[src/rtl/stream_demux.sv]
// Packet-aware 1-to-N stream demultiplexer with one output register stage.
// Packets whose first-beat select is out of range are swallowed and counted.
module stream_demux #(
   parameter int DATA_W = 8,
   parameter int N_OUT  = 8,
   parameter int SEL_W  = $clog2(N_OUT)
) (
   input  logic              clk,
   input  logic              rst,
   input  logic              s_valid,
   output logic              s_ready,
   input  logic [DATA_W-1:0] s_data,
   input  logic [SEL_W-1:0]  s_sel,
   input  logic              s_last,
   output logic [N_OUT-1:0]  m_valid,
   input  logic [N_OUT-1:0]  m_ready,
   output logic [DATA_W-1:0] m_data,
   output logic              m_last,
   output logic [7:0]        drop_cnt
);

   typedef enum logic [1:0] {
      ST_IDLE = 2'd0,
      ST_FWD  = 2'd1,
      ST_DROP = 2'd2
   } state_t;

   localparam logic [SEL_W:0] N_OUT_C = (SEL_W+1)'(N_OUT);

   state_t              r_state;
   logic [SEL_W-1:0]    r_pkt_sel;
   logic                r_out_valid;
   logic [SEL_W-1:0]    r_out_sel;
   logic [DATA_W-1:0]   r_m_data;
   logic                r_m_last;
   logic [7:0]          r_drop_cnt;

   logic [N_OUT-1:0]    w_m_valid;
   logic                w_out_ready;
   logic                w_sel_bad;
   logic                w_s_ready;
   logic                w_accept;
   logic                w_fwd;
   logic [SEL_W-1:0]    w_dest;

   // One-hot channel decode of the held output beat
   always_comb begin
      w_m_valid = {N_OUT{1'b0}};
      for (int i = 0; i < N_OUT; i++) begin
         if (r_out_valid && (r_out_sel == SEL_W'(i))) begin
            w_m_valid[i] = 1'b1;
         end else begin
            w_m_valid[i] = 1'b0;
         end
      end
   end

   assign w_out_ready = |(w_m_valid & m_ready);
   assign w_sel_bad   = ({1'b0, s_sel} >= N_OUT_C);

   // Input handshake: dropped beats never wait on the output stage
   always_comb begin
      w_s_ready = 1'b0;
      case (r_state)
         ST_IDLE: begin
            if (w_sel_bad) begin
               w_s_ready = 1'b1;
            end else begin
               w_s_ready = !r_out_valid || w_out_ready;
            end
         end
         ST_FWD:  w_s_ready = !r_out_valid || w_out_ready;
         ST_DROP: w_s_ready = 1'b1;
         default: w_s_ready = 1'b0;
      endcase
      if (rst) begin
         w_s_ready = 1'b0;
      end else begin
         w_s_ready = w_s_ready;
      end
   end

   assign w_accept = s_valid && w_s_ready;
   assign w_fwd    = w_accept && (((r_state == ST_IDLE) && !w_sel_bad) || (r_state == ST_FWD));
   assign w_dest   = (r_state == ST_IDLE) ? s_sel : r_pkt_sel;

   // Packet FSM, latched destination and saturating drop counter
   always_ff @(posedge clk) begin
      if (rst) begin
         r_state    <= ST_IDLE;
         r_pkt_sel  <= {SEL_W{1'b0}};
         r_drop_cnt <= 8'd0;
      end else if (w_accept) begin
         case (r_state)
            ST_IDLE: begin
               if (w_sel_bad) begin
                  r_state <= s_last ? ST_IDLE : ST_DROP;
                  if (r_drop_cnt != 8'd255) begin
                     r_drop_cnt <= r_drop_cnt + 8'd1;
                  end
               end else begin
                  r_pkt_sel <= s_sel;
                  r_state   <= s_last ? ST_IDLE : ST_FWD;
               end
            end
            ST_FWD:  r_state <= s_last ? ST_IDLE : ST_FWD;
            ST_DROP: r_state <= s_last ? ST_IDLE : ST_DROP;
            default: r_state <= ST_IDLE;
         endcase
      end
   end

   // Output stage: reload on accept (even while draining), clear on drain
   always_ff @(posedge clk) begin
      if (rst) begin
         r_out_valid <= 1'b0;
         r_out_sel   <= {SEL_W{1'b0}};
         r_m_data    <= {DATA_W{1'b0}};
         r_m_last    <= 1'b0;
      end else if (w_fwd) begin
         r_out_valid <= 1'b1;
         r_out_sel   <= w_dest;
         r_m_data    <= s_data;
         r_m_last    <= s_last;
      end else if (w_out_ready) begin
         r_out_valid <= 1'b0;
      end
   end

   assign s_ready  = w_s_ready;
   assign m_valid  = w_m_valid;
   assign m_data   = r_m_data;
   assign m_last   = r_m_last;
   assign drop_cnt = r_drop_cnt;

endmodule

[config.mk]
export PLATFORM = sky130hd
export DESIGN_NAME = stream_demux
export DESIGN_NICKNAME = d
export VERILOG_FILES = /design/src/rtl/stream_demux.sv
export SDC_FILE = /design/constraint.sdc
export NUM_CORES = 1
export LEC_CHECK = 0
export BUFFER_PORTS_ARGS = -buffer_cell sky130_fd_sc_hd__buf_4
export CELL_PAD_IN_SITES_DETAIL_PLACEMENT = 2
export CELL_PAD_IN_SITES_GLOBAL_PLACEMENT = 2
export CORE_MARGIN = 2
export CORE_UTILIZATION = 26
export CTS_BUF_LIST = sky130_fd_sc_hd__clkbuf_4
export CTS_CLUSTER_SIZE = 16
export DETAILED_ROUTE_END_ITERATION = 6
export GPL_TIMING_DRIVEN = 0
export HOLD_SLACK_MARGIN = 0.05
export PLACE_DENSITY_LB_ADDON = 0.3
export SYNTH_ARGS = -nofsm -noshare
export SYNTH_HDL_FRONTEND = slang
export SYNTH_SLANG_ARGS = --single-unit
[constraint.sdc]
create_clock -name clk -period 1.8 [get_ports clk]
set_input_delay 0.09 -clock clk [delete_from_list [all_inputs] [get_ports clk]]
set_output_delay 0.09 -clock clk [all_outputs]
set_load 0.03 [all_outputs]
After elaboration in Yosys (flattened, before gate mapping) --
Index checks and enable logic that the tools add are counted.
Storage, ports and cells: register bits after elaboration 18, bits in latches 0, bits in writable memories 0, bits in read-only memories 0, input bits 23, output and inout bits 26, logic and storage cells 50, memories 0
Operators by class: $add $sub $neg 0, multiply operators 0, div/mod/pow operators 0, magnitude comparators 0, equality and inequality tests 9, shift-type cells 0, mux-type cells 16, bitwise logic cells 1, reduce and logical (&&, ||, !) cells 18
Operators by type and width (number):
- $eq 3x3->1 const B | 4
- $mux 1 | 12
- $logic_and 1x1->1 | 10
- $and 8x8->8 | 1
- $reduce_or 8->1 | 1
- $eq 3x2->1 const B | 2
- $pmux 2 s2 | 1
- $eq 3x1->1 const B | 1
- $logic_not 3->1 | 1
- $mux 3 | 1
- $eq 2x1->1 const B | 1
- $eq 2x2->1 const B | 1
- $logic_not 2->1 | 1
- $logic_or 1x1->1 | 2
- $mux 2 | 1
- $pmux 1 s2 | 1
- $reduce_bool 2->1 | 1
- $reduce_or 2->1 | 1
- $logic_not 1->1 | 1

Longest topological paths before layout --
depth in word-level cells 11, depth in mapped cells 7, depth with buffers taken out 5

Least setup slack after synthesis --
OpenSTA, ideal clock, no wires.
kind register to output, start register r_out_sel[0], end output port s_ready, arrival time 1.700 ns, required time 1.710 ns, setup slack 0.010 ns, stages on the path, launching flop included 6, buffers on the path 1, path through dfxtp_1 buf_4 o31a_1 nand4_4 nor2_1 a211oi_1
Between the ends: longest elaborated chain between the ends 8, elaborated cells between the ends (all ways) 29, classes of those cells eq/ne (7); mux (10); bitwise (1); reduce/logical (11)
Ends and longest elaborated chain:
- start: declaration | line 33 | logic [SEL_W-1:0] r_out_sel;
- start signal: assignment | line 117 | r_out_sel <= {SEL_W{1'b0}};
- start signal: assignment | line 122 | r_out_sel <= w_dest;
- $eq 3x1->1, or another cell as far along | line 50 | if (r_out_valid && (r_out_sel == SEL_W'(i))) begin
- $logic_and 1x1->1 | line 50
- $mux 1 | line 50
- $and 8x8->8 (*) | line 58 | assign w_out_ready = |(w_m_valid & m_ready);
- $reduce_or 8->1 (*) | line 58
- $logic_or 1x1->1 (*) | line 69, 72
- $pmux 1 s2 (*) | line 64 | case (r_state)
- $mux 1 (*) | line 76 | if (rst) begin
- end: declaration | line 11 | output logic s_ready,
Every way passes the cells marked *; elsewhere a longest branch is shown, timed or not.

Worst setup path in the final report --
start register r_out_sel[1], end output port s_ready
Same word-level chain as after synthesis.

==> impl_metrics.json <==
{
  "status": "completed",
  "placed_area_um2": 1455,
  "hold_class": "input pin to register",
  "p_int_uw": 644.9,
  "stdcell_area_um2": 1614,
  "ioPinCount": 49,
  "worst_setup_path_start_kind": "register",
  "switching_power_uw": 317.6,
  "drt-pass1-iter-count": 4,
  "synthToLayoutAreaGrowth_pct": 51.41,
  "numPortBuffers": 40,
  "layout_commonest_cell": "buf_4",
  "rsz0062_at_grt": "true",
  "netlist_area_um2": 1066,
  "cts_max_level": 1,
  "clkTransAtPathRegs_ns": 0.10,
  "cts_tree": "yes",
  "yosysWarnings": 0,
  "tightest_slew_ns": 0.5089,
  "fmax_mhz": 579.0,
  "clkSinkCount": 18,
  "setup_violations": 0,
  "p_seq_share_pct": 45.9,
  "diodes": 0,
  "p_total_uw": 962.6,
  "ant_nets": 0,
  "die_h_um": 68.03,
  "cp.arrival_ns": 1.64,
  "globalplace.congestion": 0.7118,
  "r2r_start": "r_out_sel[2]",
  "ff2ff_setup_slack_ns": 0.08,
  "fin_cells": 240,
  "drv_cap": 0,
  "ys_seq_area_share_pct": 33.80,
  "required_ns": 1.71,
  "p_leak_nw": 0.7134,
  "die_area_um2": 4628,
  "max_slew_margin_pct": 66.07,
  "clockBufferDepth": 2,
  "crit_end": "s_ready",
  "final.setup.tns_ns": 0,
  "start_util_pct": 26.84,
  "fillers": 472,
  "async_flop_share_pct": 0,
  "pre_cts_ws_ns": 0.1237,
  "multi_input_area_um2": 626.9,
  "drv_slew": 0,
  "grt_remaining_overflow": 0,
  "clk_latency_ns": 0.30,
  "peakVddDrop_uv": 393.9,
  "synth_cells": 128,
  "path_class": "register to output port",
  "fin_crit_sh_pct": 95.95,
  "grt_max_degree": 11,
  "grt_pass1_wl_um": 5885,
  "routed_wl_um": 3638,
  "layout_common_cells": "buf_4, a21oi_1, dfxtp_1",
  "rows": 23,
  "worstSetupStartpoint": "r_out_sel[1]",
  "crit_path_end_kind": "output port",
  "grt_pass1_vias": 1206,
  "hpwl_um": 2699,
  "final_util_pct": 40.64,
  "p_per_area_nw_per_um2": 596.4,
  "synth.avg_cell_area_um2": 8.328,
  "wl_per_cell_um": 15.16,
  "switching_share_pct": 33.00,
  "yosysUniqueCellTypes": 36,
  "setup_slack_ns": 0.07286,
  "power_frac_clock_pct": 22.1,
  "track_usage_pct": 16.71,
  "die_w_um": 68.03,
  "ys_ff_latch": 18,
  "finalHoldViolCount": 0,
  "drc": 0,
  "layout_min_cycle_time_ns": 1.727,
  "rr_worst_depth": 6,
  "comb_power_share_pct": 32.1,
  "r2r-end": "r_state[0]",
  "synth-edff-count": 0,
  "cts_root_buf": "clkbuf_4",
  "seqCellArea_um2": 366.6,
  "crit_path_max_fanout": 10,
  "finClkSkew_ns": 0.007552,
  "holdWs_ns": 0.06341,
  "dpl.cell_count": 225,
  "drtIter0Drc": 17,
  "core_area_um2": 3971,
  "antenna_found_initial": 0,
  "nNetsFinal": 214,
  "cts_buffers": 3,
  "drive_gt1_share_pct": 38.95,
  "num_vias": 1134,
  "viasPerCell": 4.725,
  "ys.flop_type": "dfxtp_1"
}
==> how the worst min path moves through the flow <==
stage | slack (ns) | cells past startpoint | start | end
floorplan | 0.20 | 1 | s_last | r_state[1]
global placement | 0.31 | 2 | s_last | r_state[1]
detailed placement | 0.34 | 2 | s_last | r_state[1]
CTS | 0.06 | 3 | s_data[0] | m_data[0]
global route | 0.06 | 3 | s_data[6] | m_data[6]
finish | 0.06 | 3 | s_data[6] | m_data[6]
==> sequential cells by signal, summed over array words and instances (netlist names) <==
name / flops
r_state: 2
r_out_valid: 1
m_data: 8
m_last: 1
r_out_sel: 3
r_pkt_sel: 3
==> power groups by stage <==
stage               Clock, mW  Sequential (mW)  Combinational (mW)
floorplan                   0            0.463               0.167
global placement            0            0.446               0.274
detailed placement          0            0.448               0.283
CTS                     0.220            0.442               0.301
global route            0.242            0.446               0.335
finish                  0.212            0.442               0.309
==> repair_timing <==
action / CTS / global route
pin swaps: 2 / 2
gates resized for setup: 6 / 5
endpoints found under the hold margin: 6 / 0
setup buffers: 2 / 2
hold buffers: 7 / 0
endpoints found under the setup margin: 1 / 2
==> synthesized netlist by cell type (3+ instances only) <==
cell / n / area share [%]
dfxtp_1: 18 / 34
a21oi_1: 15 / 7.0
nor2_1: 12 / 4.2
buf_4: 11 / 7.7
nand3_1: 10 / 4.7
nand2_1: 6 / 2.1
o21ai_0: 6 / 2.8
o21ai_1: 5 / 2.3
clkbuf_1: 4 / 1.4
mux2i_1: 4 / 3.8
nand2b_1: 4 / 2.3
a211oi_1: 3 / 2.1
inv_1: 3 / 1.1
==> cell type report <==
cell class / count / share of cell area (%)
buffer: 16 / 7.442
timing repair buffer: 51 / 24.81
inverter: 3 / 0.6977
sequential: 18 / 22.71
clock buffer: 3 / 1.395
clock inverter: 1 / 0.2326
multi-input combinational: 98 / 38.84
tap: 50 / 3.876
==> routing by layer <==
metal / track usage (%) / part of all wire [%] / vias to the layer above / wire length, µm
li1: - / - / 563 / -
met1: 19.46 / 41 / 537 / 1506
met2: 32.04 / 53 / 30 / 1936
met3: 2.138 / 4.8 / 4 / 173
met4: 3.750 / 0.58 / 0 / 21
met5: 0 / 0 / - / 0
==> cell families after synthesis <==
| family | share of synthesized area (%) |
|---|---|
| compound gates | 20.42 |
| xor+xnor | 0.8217 |
| buf+inv | 11.27 |
| flops | 33.80 |
| mux | 7.277 |
| other cells | 0.3518 |
| simple gates | 26.06 |
==> worst max-delay path, cell delays in order, from the launching register on <==
cell	delay (ns)
dfxtp_2	0.37
buf_8	0.14
nand3b_4	0.08
a21o_1	0.23
nand4_4	0.13
nor2_2	0.05
a211oi_2	0.15
buf_4	0.19
No activity file was read; power rests on OpenSTA's default activity.
